`src/rtl/mem_io_bridge_pkg.sv`:
```
// Shared constants and types for the cpu memory/IO bridge: IO port map,
// read-select encoding and the byte width used by every datapath.
package mem_io_bridge_pkg;

    localparam int BYTE_W = 8;

    localparam logic [17:0] IO_BASE      = 18'h30000;
    localparam logic [17:0] IO_PORT_DATA = 18'h30000;
    localparam logic [17:0] IO_PORT_CNT  = 18'h30004;

    typedef enum logic [1:0] {
        SEL_RAM,
        SEL_RX,
        SEL_CNT,
        SEL_ZERO
    } rd_sel_e;

endpackage

```
`src/rtl/mem_io_bridge_if.sv`:
```
// cpu memory port as seen by the bridge: master is the cpu side,
// slave is the bridge side.
interface mem_io_bridge_if;
    import mem_io_bridge_pkg::*;

    logic              rdy_in;
    logic [31:0]       cpu_a;
    logic [BYTE_W-1:0] cpu_dout;
    logic              cpu_wr;
    logic [BYTE_W-1:0] cpu_din;
    logic              io_buffer_full;

    modport master (
        output rdy_in, cpu_a, cpu_dout, cpu_wr,
        input  cpu_din, io_buffer_full
    );

    modport slave (
        input  rdy_in, cpu_a, cpu_dout, cpu_wr,
        output cpu_din, io_buffer_full
    );

endinterface

```
`src/rtl/mem_io_bridge_byte_fifo.sv`:
```
// Circular byte FIFO (DEPTH a power of 2) with a count of width log2(DEPTH)+1.
// A push while full is dropped unless a pop happens in the same cycle.
module mem_io_bridge_byte_fifo
    import mem_io_bridge_pkg::*;
#(
    parameter int DEPTH = 16,
    parameter int AW    = $clog2(DEPTH)
) (
    input  logic              clk,
    input  logic              rst,
    input  logic              push,
    input  logic [BYTE_W-1:0] push_data,
    input  logic              pop,
    output logic [BYTE_W-1:0] head,
    output logic              empty,
    output logic              drop,
    output logic [AW:0]       count_next
);

    localparam logic [AW:0] FULL_CNT = DEPTH[AW:0];

    logic [BYTE_W-1:0] mem [DEPTH];
    logic [AW-1:0]     rd_ptr;
    logic [AW-1:0]     wr_ptr;
    logic [AW:0]       count;
    logic              full;
    logic              do_push;
    logic              do_pop;

    assign empty   = (count == '0);
    assign full    = (count == FULL_CNT);
    assign head    = mem[rd_ptr];
    assign do_pop  = pop & ~empty;
    // At full the popped slot is the one being written, so both can proceed.
    assign do_push = push & (~full | do_pop);
    assign drop    = push & ~do_push;

    always_comb begin
        count_next = count;
        case ({do_push, do_pop})
            2'b10:   count_next = count + 1'b1;
            2'b01:   count_next = count - 1'b1;
            default: count_next = count;
        endcase
    end

    always_ff @(posedge clk) begin
        if (rst) begin
            rd_ptr <= '0;
            wr_ptr <= '0;
            count  <= '0;
            for (int i = 0; i < DEPTH; i++) mem[i] <= '0;
        end else begin
            if (do_push) begin
                mem[wr_ptr] <= push_data;
                wr_ptr      <= wr_ptr + 1'b1;
            end
            if (do_pop) rd_ptr <= rd_ptr + 1'b1;
            count <= count_next;
        end
    end

endmodule

```
`src/rtl/mem_io_bridge.sv`:
```
// Decodes cpu byte accesses to RAM, UART tx/rx and the cycle counter.
// Optional macro IO_BRIDGE_RX_FIFO_EN replaces the rx holding register with a FIFO.
module mem_io_bridge
    import mem_io_bridge_pkg::*;
#(
    parameter int TX_DEPTH  = 16,
    parameter int TX_MARGIN = 2,
    parameter int RX_DEPTH  = 8
) (
    input  logic              clk_in,
    input  logic              rst_in,
    mem_io_bridge_if.slave    cpu,
    output logic [16:0]       ram_a,
    output logic [BYTE_W-1:0] ram_din,
    output logic              ram_we,
    input  logic [BYTE_W-1:0] ram_dout,
    output logic [BYTE_W-1:0] tx_data,
    output logic              tx_valid,
    input  logic              tx_ready,
    input  logic [BYTE_W-1:0] rx_data,
    input  logic              rx_valid,
    output logic              prog_stop,
    output logic              tx_overflow
);

    localparam int TX_AW = $clog2(TX_DEPTH);

    logic [17:0]       addr;
    logic              is_io, rd_acc, wr_acc, data_port, cnt_port, cnt_wr;
    logic              tx_push, tx_empty, tx_drop;
    logic [BYTE_W-1:0] tx_push_data;
    logic [TX_AW:0]    tx_count_next;
    logic              rx_present, rx_pop;
    logic [BYTE_W-1:0] rx_byte;
    rd_sel_e           rd_sel, sel_q;
    logic              sel_live_q;
    logic [1:0]        idx_q;
    logic [BYTE_W-1:0] rx_q;
    logic [31:0]       cnt, snap;

    assign addr      = cpu.cpu_a[17:0];
    assign is_io     = (addr[17:16] == IO_BASE[17:16]);
    assign rd_acc    = cpu.rdy_in & ~cpu.cpu_wr;
    assign wr_acc    = cpu.rdy_in & cpu.cpu_wr;
    assign data_port = (addr == IO_PORT_DATA);
    assign cnt_port  = (addr[17:2] == IO_PORT_CNT[17:2]);
    assign cnt_wr    = wr_acc & (addr == IO_PORT_CNT);

    assign ram_a   = cpu.cpu_a[16:0];
    assign ram_din = cpu.cpu_dout;
    assign ram_we  = wr_acc & ~is_io;

    // A zero byte on the data port is swallowed; the stop port sends the 0x00 marker.
    assign tx_push      = (wr_acc & data_port & (cpu.cpu_dout != '0)) | cnt_wr;
    assign tx_push_data = data_port ? cpu.cpu_dout : '0;

    // tx handshake: a byte moves on every cycle where tx_valid and tx_ready are
    // both high; tx_data holds steady while tx_valid is high and tx_ready is low.
    mem_io_bridge_byte_fifo #(.DEPTH(TX_DEPTH)) u_tx_fifo (
        .clk        (clk_in),
        .rst        (rst_in),
        .push       (tx_push),
        .push_data  (tx_push_data),
        .pop        (tx_valid & tx_ready),
        .head       (tx_data),
        .empty      (tx_empty),
        .drop       (tx_drop),
        .count_next (tx_count_next)
    );
    assign tx_valid = ~tx_empty;

    assign rx_pop = rd_acc & data_port & rx_present;

`ifdef IO_BRIDGE_RX_FIFO_EN
    logic                         rx_empty;
    logic                         rx_drop;
    logic [$clog2(RX_DEPTH):0]    rx_count_next;

    mem_io_bridge_byte_fifo #(.DEPTH(RX_DEPTH)) u_rx_fifo (
        .clk        (clk_in),
        .rst        (rst_in),
        .push       (rx_valid),
        .push_data  (rx_data),
        .pop        (rx_pop),
        .head       (rx_byte),
        .empty      (rx_empty),
        .drop       (rx_drop),
        .count_next (rx_count_next)
    );
    assign rx_present = ~rx_empty;
`else
    logic [BYTE_W-1:0] rx_hold;
    logic              rx_hold_v;

    assign rx_present = rx_hold_v;
    assign rx_byte    = rx_hold;

    // A new byte wins over a same-cycle read; the read still sees the old byte.
    always_ff @(posedge clk_in) begin
        if (rst_in) begin
            rx_hold   <= '0;
            rx_hold_v <= 1'b0;
        end else if (rx_valid) begin
            rx_hold   <= rx_data;
            rx_hold_v <= 1'b1;
        end else if (rx_pop) begin
            rx_hold_v <= 1'b0;
        end
    end
`endif

    always_comb begin
        rd_sel = SEL_RAM;
        if (is_io) begin
            if (data_port)     rd_sel = rx_present ? SEL_RX : SEL_ZERO;
            else if (cnt_port) rd_sel = SEL_CNT;
            else               rd_sel = SEL_ZERO;
        end
    end

    always_ff @(posedge clk_in) begin
        if (rst_in) begin
            sel_q              <= SEL_RAM;
            sel_live_q         <= 1'b0;
            idx_q              <= '0;
            rx_q               <= '0;
            cnt                <= '0;
            snap               <= '0;
            prog_stop          <= 1'b0;
            tx_overflow        <= 1'b0;
            cpu.io_buffer_full <= 1'b0;
        end else begin
            if (cpu.rdy_in) cnt <= cnt + 32'd1;
            if (rd_acc) begin
                sel_q      <= rd_sel;
                sel_live_q <= 1'b1;
                idx_q      <= addr[1:0];
                rx_q       <= rx_byte;
            end
            if (rd_acc && cnt_port && addr[1:0] == 2'd0) snap <= cnt;
            prog_stop <= cnt_wr;
            if (tx_drop) tx_overflow <= 1'b1;
            cpu.io_buffer_full <= (TX_DEPTH - int'(tx_count_next)) <= TX_MARGIN;
        end
    end

    // sel_live_q keeps cpu_din at 0 after reset until a read has been issued,
    // since the cleared select would otherwise expose ram_dout.
    always_comb begin
        cpu.cpu_din = '0;
        if (sel_live_q) begin
            case (sel_q)
                SEL_RAM: cpu.cpu_din = ram_dout;
                SEL_RX:  cpu.cpu_din = rx_q;
                SEL_CNT: cpu.cpu_din = snap[{idx_q, 3'b000} +: BYTE_W];
                default: cpu.cpu_din = '0;
            endcase
        end
    end

endmodule
```
`src/flat_wrapper.sv`:
```
// flat-port wrapper written by rule: the top's interface ports become plain ports
module mem_io_bridge_flat import mem_io_bridge_pkg::*;
#(
    parameter int TX_DEPTH  = 16,
    parameter int TX_MARGIN = 2,
    parameter int RX_DEPTH  = 8
)
  (clk_in, rst_in, ram_a, ram_din, ram_we, ram_dout, tx_data, tx_valid, tx_ready, rx_data, rx_valid, prog_stop, tx_overflow, cpu_rdy_in, cpu_cpu_a, cpu_cpu_dout, cpu_cpu_wr, cpu_cpu_din, cpu_io_buffer_full);
  mem_io_bridge_if cpu_i ();
  input  logic clk_in;
  input  logic rst_in;
  output logic [16:0] ram_a;
  output logic [BYTE_W-1:0] ram_din;
  output logic ram_we;
  input  logic [BYTE_W-1:0] ram_dout;
  output logic [BYTE_W-1:0] tx_data;
  output logic tx_valid;
  input  logic tx_ready;
  input  logic [BYTE_W-1:0] rx_data;
  input  logic rx_valid;
  output logic prog_stop;
  output logic tx_overflow;
  input wire logic [$bits(cpu_i.rdy_in)-1:0] cpu_rdy_in;
  input wire logic [$bits(cpu_i.cpu_a)-1:0] cpu_cpu_a;
  input wire logic [$bits(cpu_i.cpu_dout)-1:0] cpu_cpu_dout;
  input wire logic [$bits(cpu_i.cpu_wr)-1:0] cpu_cpu_wr;
  output wire logic [$bits(cpu_i.cpu_din)-1:0] cpu_cpu_din;
  output wire logic [$bits(cpu_i.io_buffer_full)-1:0] cpu_io_buffer_full;
  assign cpu_i.rdy_in = cpu_rdy_in;
  assign cpu_i.cpu_a = cpu_cpu_a;
  assign cpu_i.cpu_dout = cpu_cpu_dout;
  assign cpu_i.cpu_wr = cpu_cpu_wr;
  assign cpu_cpu_din = cpu_i.cpu_din;
  assign cpu_io_buffer_full = cpu_i.io_buffer_full;
  mem_io_bridge #(.TX_DEPTH(TX_DEPTH), .TX_MARGIN(TX_MARGIN), .RX_DEPTH(RX_DEPTH)) u_core (.clk_in(clk_in), .rst_in(rst_in), .cpu(cpu_i), .ram_a(ram_a), .ram_din(ram_din), .ram_we(ram_we), .ram_dout(ram_dout), .tx_data(tx_data), .tx_valid(tx_valid), .tx_ready(tx_ready), .rx_data(rx_data), .rx_valid(rx_valid), .prog_stop(prog_stop), .tx_overflow(tx_overflow));
endmodule
```
`config.mk`:
```
export PLATFORM = sky130hd
export DESIGN_NAME = mem_io_bridge_flat
export DESIGN_NICKNAME = d
export VERILOG_FILES = /design/src/rtl/mem_io_bridge_pkg.sv /design/src/rtl/mem_io_bridge_if.sv /design/src/rtl/mem_io_bridge_byte_fifo.sv /design/src/rtl/mem_io_bridge.sv /design/src/flat_wrapper.sv
export SDC_FILE = /design/constraint.sdc
export NUM_CORES = 1
export LEC_CHECK = 0
export CORE_UTILIZATION = 35
export DETAILED_ROUTE_END_ITERATION = 7
export DONT_BUFFER_PORTS = 1
export SYNTH_ARGS = -nofsm -noshare
export SYNTH_HDL_FRONTEND = slang
export SYNTH_SLANG_ARGS = --single-unit
```
`constraint.sdc`:
```
create_clock -name clk_in -period 3.6 [get_ports clk_in]
set_clock_uncertainty 0.2 [all_clocks]
set_input_delay 0.36 -clock clk_in [delete_from_list [all_inputs] [get_ports clk_in]]
set_output_delay 0.36 -clock clk_in [all_outputs]
set_load 0.05 [all_outputs]
```
---- Yosys cells after proc, flatten, opt, wreduce, memory -nomap -nowiden ----
Memories as Yosys holds them, arrays and structs flattened. A register that Yosys moved wholly into a read port is not among the register bits.
Index checks and enable logic that the tools add are counted.
word-level totals
  register bits ........................... 102
  bits in latches ......................... 0
  memory bits (writable) .................. 128
  ROM bits ................................ 0
  input bits .............................. 62
  output and inout bits ................... 46
  logic and storage cells ................. 79
  memories ................................ 1
memories
  name                  depth  width  read ports  clocked after memory_dff  wr ports  line                           text
  u_core.u_tx_fifo.mem  16     8      1           1                         16        mem_io_bridge_byte_fifo.sv:22  logic [BYTE_W-1:0] mem [DEPTH];
cells by class
  $add $sub $neg .......................... 6
  $mul .................................... 0
  div/mod/pow operators ................... 0
  magnitude comparators ................... 1
  equal/unequal tests ..................... 9
  shift operators ......................... 1
  mux-type cells .......................... 20
  bitwise operators ....................... 19
  reduce and logical (&&, ||, !) cells .... 8
operator list
  operator                                                          count
  equality test 18 bit (second input constant)                      2
  adder 32 x 1 -> 32 bit (second input constant)                    1
  less-or-equal comparator 32 x 3 -> 1 bit (second input constant)  1
  indexed part select 32 x 6 -> 8 bit                               1
  two-way mux 8 bit                                                 3
  case mux 8 bit (3 select lines)                                   1
  equality test 16 bit (second input constant)                      1
  AND 1 bit                                                         12
  two-way mux 4 bit                                                 3
  case mux 5 bit (2 select lines)                                   1
  two-way mux 1 bit                                                 9
  adder 4 x 1 -> 4 bit (second input constant)                      2
  nonzero test 8 bit                                                1
  OR reduction 8 bit                                                1
  equality test 2 bit (second input constant)                       3
  two-way mux 2 bit                                                 3
  subtractor 5 x 5 -> 6 bit (first input constant)                  1
  adder 5 x 1 -> 5 bit (second input constant)                      1
  equality test 5 bit (second input constant)                       1
  zero test 5 bit                                                   1
  inverter 1 bit                                                    5
  subtractor 5 x 1 -> 5 bit (second input constant)                 1
  equality test 2 x 1 -> 1 bit (second input constant)              2
  zero test 2 bit                                                   2
  other kinds (3)                                                   5

---- Logic depth before layout (Yosys ltp) ----
  word-level depth ........................ 11
  mapped depth ............................ 12
  depth with buffers taken out ............ 11

---- By module ----
Synthesis repeated with hierarchy kept, for this count alone.
second synthesis, totals
  cell total of the unflattened synthesis .. 1,073
  area total of the unflattened synthesis .. 11,270.8 sq um
by module, submodules not included
  module                   instances  cells each  area an instance (sq um)
  mem_io_bridge_byte_fifo  1          546         6,815.3
  mem_io_bridge            1          527         4,455.5

---- Worst setup path before layout ----
Ideal clock, no wire load.
  kind .................................... flip-flop to flip-flop
  start point ............................. register u_core.u_tx_fifo.count[1]
  end point ............................... register u_core.cpu.io_buffer_full
  setup time .............................. 127 ps
  data arrival time ....................... 2,864 ps
  data required time ...................... 3,273 ps
  path slack .............................. 409 ps
  cell stages (with the launch flop) ...... 12
  path buffers ............................ 0
  period minus slack after synthesis ...... 3,191 ps
  cell sequence ........................... dfxtp_1 -> or4_4 -> o21ai_4 -> a31oi_2 -> ha_1 -> a21o_1 -> a21oi_1 -> or4_4 -> o221ai_2 -> o221ai_2 -> nor4b_2 -> nor4_1
on the way
  word-level cells in the longest chain between the ends .. 10
  elaborated cells on any way between the ends .. 15
  those cells by class .................... 3 x add/sub; 1 x order compare; 3 x eq/ne; 1 x mux; 6 x bitwise; 1 x reduce/logical
ends and longest elaborated chain
  what                                                                 line                                                text
  start, declared                                                      mem_io_bridge_byte_fifo.sv:25                       logic [AW:0] count;
  start signal, assigned                                               mem_io_bridge_byte_fifo.sv:59                       count <= count_next;
  zero test 5 bit                                                      mem_io_bridge_byte_fifo.sv:30                       assign empty = (count == '0);
  inverter 1 bit                                                       mem_io_bridge_byte_fifo.sv:33, mem_io_bridge.sv:70
  AND 1 bit                                                            mem_io_bridge.sv:64                                 .pop (tx_valid & tx_ready),
  AND 1 bit                                                            mem_io_bridge_byte_fifo.sv:33                       assign do_pop = pop & ~empty;
  OR 1 bit                                                             mem_io_bridge_byte_fifo.sv:35                       assign do_push = push & (~full | do_pop);
  AND 1 bit                                                            mem_io_bridge_byte_fifo.sv:35
  equality test 2 x 1 -> 1 bit or equality test 2 bit (tied branches)  mem_io_bridge_byte_fifo.sv:40                       case ({do_push, do_pop})
  case mux 5 bit (2 select lines) (*)                                  mem_io_bridge_byte_fifo.sv:40
  subtractor 5 x 5 -> 6 bit (*)                                        mem_io_bridge.sv:143                                cpu.io_buffer_full <= (TX_DEPTH - int'(tx_count_next)) <= TX_MARGIN;
  less-or-equal comparator 32 x 3 -> 1 bit (*)                         mem_io_bridge.sv:143
  end signal, assigned                                                 mem_io_bridge.sv:131                                cpu.io_buffer_full <= 1'b0;
  end signal, assigned                                                 mem_io_bridge.sv:143
  end, declared                                                        mem_io_bridge_if.sv:20                              output cpu_din, io_buffer_full
Mark *: on every way between the ends. The rest lies on a longest branch, timed or not.
A chain may end at the register's enable or synchronous reset.

---- Worst setup path after layout ----
  start point ............................. register u_core.u_tx_fifo.count[3]
  end point ............................... register u_core.cpu.io_buffer_full
Same word-level chain as after synthesis.

==> results.py <==
metrics = {
    "outcome": {
        "status": "complete, no violations",
    },
    "route": {
        "vias": 7025,
        "vias_per_cell": 5.10,
        "dr.pass1.iters": 5,
        "drt_wl_total_mm": 25.4,
        "drc_errors": 0,
        "wl_per_cell_um": 18.4,
        "ant_nets": 0,
        "drtIter0Drc": 631,
    },
    "synth": {
        "syn-num-nets": 1037,
        "synth_ff_type": "edfxtp_1",
        "ys_seq_elements": 234,
        "synth_edf_count": 128,
        "synthArstFlopShare_pct": 0,
        "ys_types": 53,
        "netlist_area_um2": 10700,
        "syn_inst": 963,
        "ys_warn_count": 0,
        "yosysSeqAreaShare_pct": 55.7,
        "syn_avg_cell_area_um2": 11.1,
    },
    "floorplan": {
        "dieArea_um2": 31300,
        "design.portCount": 108,
        "core_area_um2": 29900,
        "row_count": 63,
        "start_util_pct": 35.9,
        "die-height_um": 177,
        "die_w_um": 177,
    },
    "worst_hold_path": {
        "hp-class": "in -> reg",
    },
    "global_route": {
        "grt_first_pass_wirelength_mm": 39.4,
        "grt_max_degree": 104,
        "track_usage_pct": 16.5,
        "grt_antenna_before_repair": 1,
        "grt_pass1_vias": 6940,
        "grt_overflow": 0,
    },
    "critical_path": {
        "slowest_delay_ns": 0.56,
        "cp-start-kind": "flip-flop",
        "critPathArrivalTime_ns": 3.59,
        "slowest_stage": "or4_4",
        "cp.required_ns": 3.80,
        "crit_type": "reg -> reg",
        "end_kind": "flip-flop",
        "critPathMaxFanout": 6,
        "crit_chain": "or4_4 -> o21ai_4 -> a31oi_2 -> ha_1 -> a21o_1 -> a21oi_1 -> or4_4 -> o221ai_2 -> o221ai_2 -> nor4b_2 -> nor4_1",
    },
    "placed_design": {
        "place_inst": 1310,
        "port_buffers": 0,
        "place.gp.congestion": 0.819,
        "dp_hpwl_mm": 16.7,
    },
    "finish": {
        "drive_gt1_share_pct": 15.0,
        "flow.area_growth_from_synthesis_pct": 13.3,
        "final_cell_count_no_fill": 1378,
        "n_antenna_cell": 0,
        "fill_cells": 2836,
        "fin_nets": 1046,
    },
    "sta": {
        "fmax_ghz": 0.295,
        "hold_viol_final": 0,
        "max_slew_margin_pct": 31.2,
        "maxSlewViolCount": 0,
        "report.final.setup_viol": 0,
        "worst_slew_pin_slew_ns": 1.03,
        "fin_crit_sh_pct": 94.1,
        "fin_crit_ns": 3.39,
    },
    "cts": {
        "clock_latency_ns": 0.54,
        "root_buffer": "clkbuf_16",
        "clk_pin_slew_worst_paths_ns": 0.06,
        "clkSinkCount": 234,
        "clock_path_buffers": 3,
        "numCtsBuffers": 26,
        "cts_setup_buffers": 0,
        "cts_tree": "done",
        "htree_levels": 1,
    },
    "power_and_ir_drop": {
        "power_mw": 5.59,
        "ir_worst_vdd_v": 0.000353,
        "p_leak_nw": 3.93,
        "power.density_nw_per_um2": 460,
    },
    "run": {
        "cap_violations": 0,
    },
}
-- routing by layer --
metal	global-route usage (%)	share of wire [%]
met1	21.5	44
met2	28.6	49
met3	2.94	5.0
met4	3.27	1.7
met5	0	0
-- logic make-up (layout without fill, tap and decap cells) --
group | after synthesis | in the layout | synth area share (%)
xor+xnor | 40 | 40 | 3.27
fa+ha+maj | 12 | 12 | 1.47
buf+inv | 92 | 117 | 4.18
compound gates | 84 | 84 | 4.94
simple gates | 434 | 434 | 18.6
flops | 234 | 234 | 55.7
mux | 67 | 67 | 11.9
-- placed cells by master (no fill, tap or decap), types with 11 or more instances in the layout --
cell type,netlist,routed
edfxtp_1,128,128
clkbuf_16,0,26
xor2_1,27,27
nand2b_1,22,22
buf_4,25,34
nor2_1,197,196
dlygate4sd3_1,0,23
mux2i_1,19,18
inv_1,14,14
ha_1,11,11
a21oi_1,56,56
dfxtp_1,106,105
nand3_1,16,16
nand2_1,123,123
mux4_2,48,48
xnor2_1,13,13
-- report_power, final --
part / total [mW] / switching [mW] / internal, mW
Clock: 2.45 / 1.02 / 1.43
Combinational: 0.215 / 0.129 / 0.0861
Sequential: 2.92 / 0.0321 / 2.89
-- path summary, 6_finish.rpt --
kind                                      to  cells past startpoint  slack (ns)                       from
hold / removal    u_core.u_tx_fifo.mem[6][6]                      1        0.02                     rst_in
setup reg to reg   u_core.cpu.io_buffer_full                     11        0.21  u_core.u_tx_fifo.count[3]
setup / recovery   u_core.cpu.io_buffer_full                     11        0.21  u_core.u_tx_fifo.count[3]
hold reg to reg               u_core.rx_q[3]                      2        0.25          u_core.rx_byte[3]
-- final cells by class --
cell class,count,area (µm²),share of cell area [%]
tap,390,488,4.02
timing repair buffer,59,533,4.39
clock inverter,4,32.5,0.268
clock buffer,40,753,6.20
sequential,234,5970,49.1
multi-input combinational,637,4320,35.6
inverter,14,52.6,0.433
-- synthesized netlist by cell type, types with 2 or more instances --
cell	count	share of area, %
a211oi_1	3	0.21
a21o_1	2	0.14
a21oi_1	56	2.6
and2_1	10	0.58
and3_1	10	0.58
and4_1	4	0.33
buf_1	4	0.14
buf_2	6	0.28
buf_4	25	1.8
clkbuf_1	42	1.5
dfxtp_1	106	20
edfxtp_1	128	36
ha_1	11	1.3
inv_1	14	0.49
mux2i_1	19	1.8
mux4_2	48	10
nand2_1	123	4.3
nand2_2	8	0.47
nand2b_1	22	1.3
nand3_1	16	0.75
nand4_1	7	0.41
nor2_1	197	6.9
nor2b_1	8	0.47
nor3_1	7	0.33
nor3_2	3	0.28
nor3b_2	2	0.23
nor4_1	4	0.23
nor4_4	2	0.40
o21ai_0	2	0.093
o221ai_2	2	0.28
o22ai_1	9	0.53
or3_1	3	0.18
or4_4	2	0.21
xnor2_1	13	1.1
xor2_1	27	2.2
-- critical path: cells and delay by family (launching register included) --
kind / cells / cell delay, ns
DFF: 1 / 0.37
AOI/OAI and AO/OA: 6 / 0.92
and+or+nand+nor: 4 / 1.35
adders and majority gates: 1 / 0.41
-- state kept, by name, summed over array words and instances, names as in the netlist, named ones only --
name / cells
u_core.u_tx_fifo.rd_ptr: 4
u_core.snap: 32
u_core.u_tx_fifo.count: 5
u_core.u_tx_fifo.mem: 128
u_core.cpu.io_buffer_full: 1
u_core.rx_q: 8
u_core.u_tx_fifo.wr_ptr: 4
u_core.sel_q: 2
u_core.tx_overflow: 1
u_core.sel_live_q: 1
u_core.rx_hold_v: 1
u_core.cnt: 32
u_core.prog_stop: 1
u_core.rx_byte: 8
u_core.idx_q: 2
-- repair_timing --
action | 4_1_cts | 5_1_grt
gates resized for setup | 0 | 3
endpoints found under the hold margin | 106 | 0
hold buffers | 24 | 0
endpoints found under the setup margin | 0 | 1
-- through the flow --
| stage | worst slack (ns) | hold slack, ns | utilization, % | TNS, ns | cell area [µm²] |
|---|---|---|---|---|---|
| floorplan | 0.409 | 0.231 | - | 0 | 10700 |
| global placement | 0.280 | 0.238 | 37.1 | 0 | 11100 |
| detailed placement | 0.216 | 0.244 | 37.1 | 0 | 11100 |
| CTS | 0.218 | 0.00727 | 40.6 | 0 | 12100 |
| global route | -0.00481 | 0.0247 | 40.7 | -0.00481 | 12100 |
| finish | 0.213 | 0.0160 | 40.7 | 0 | 12100 |
(Power assumes the default switching activity.)
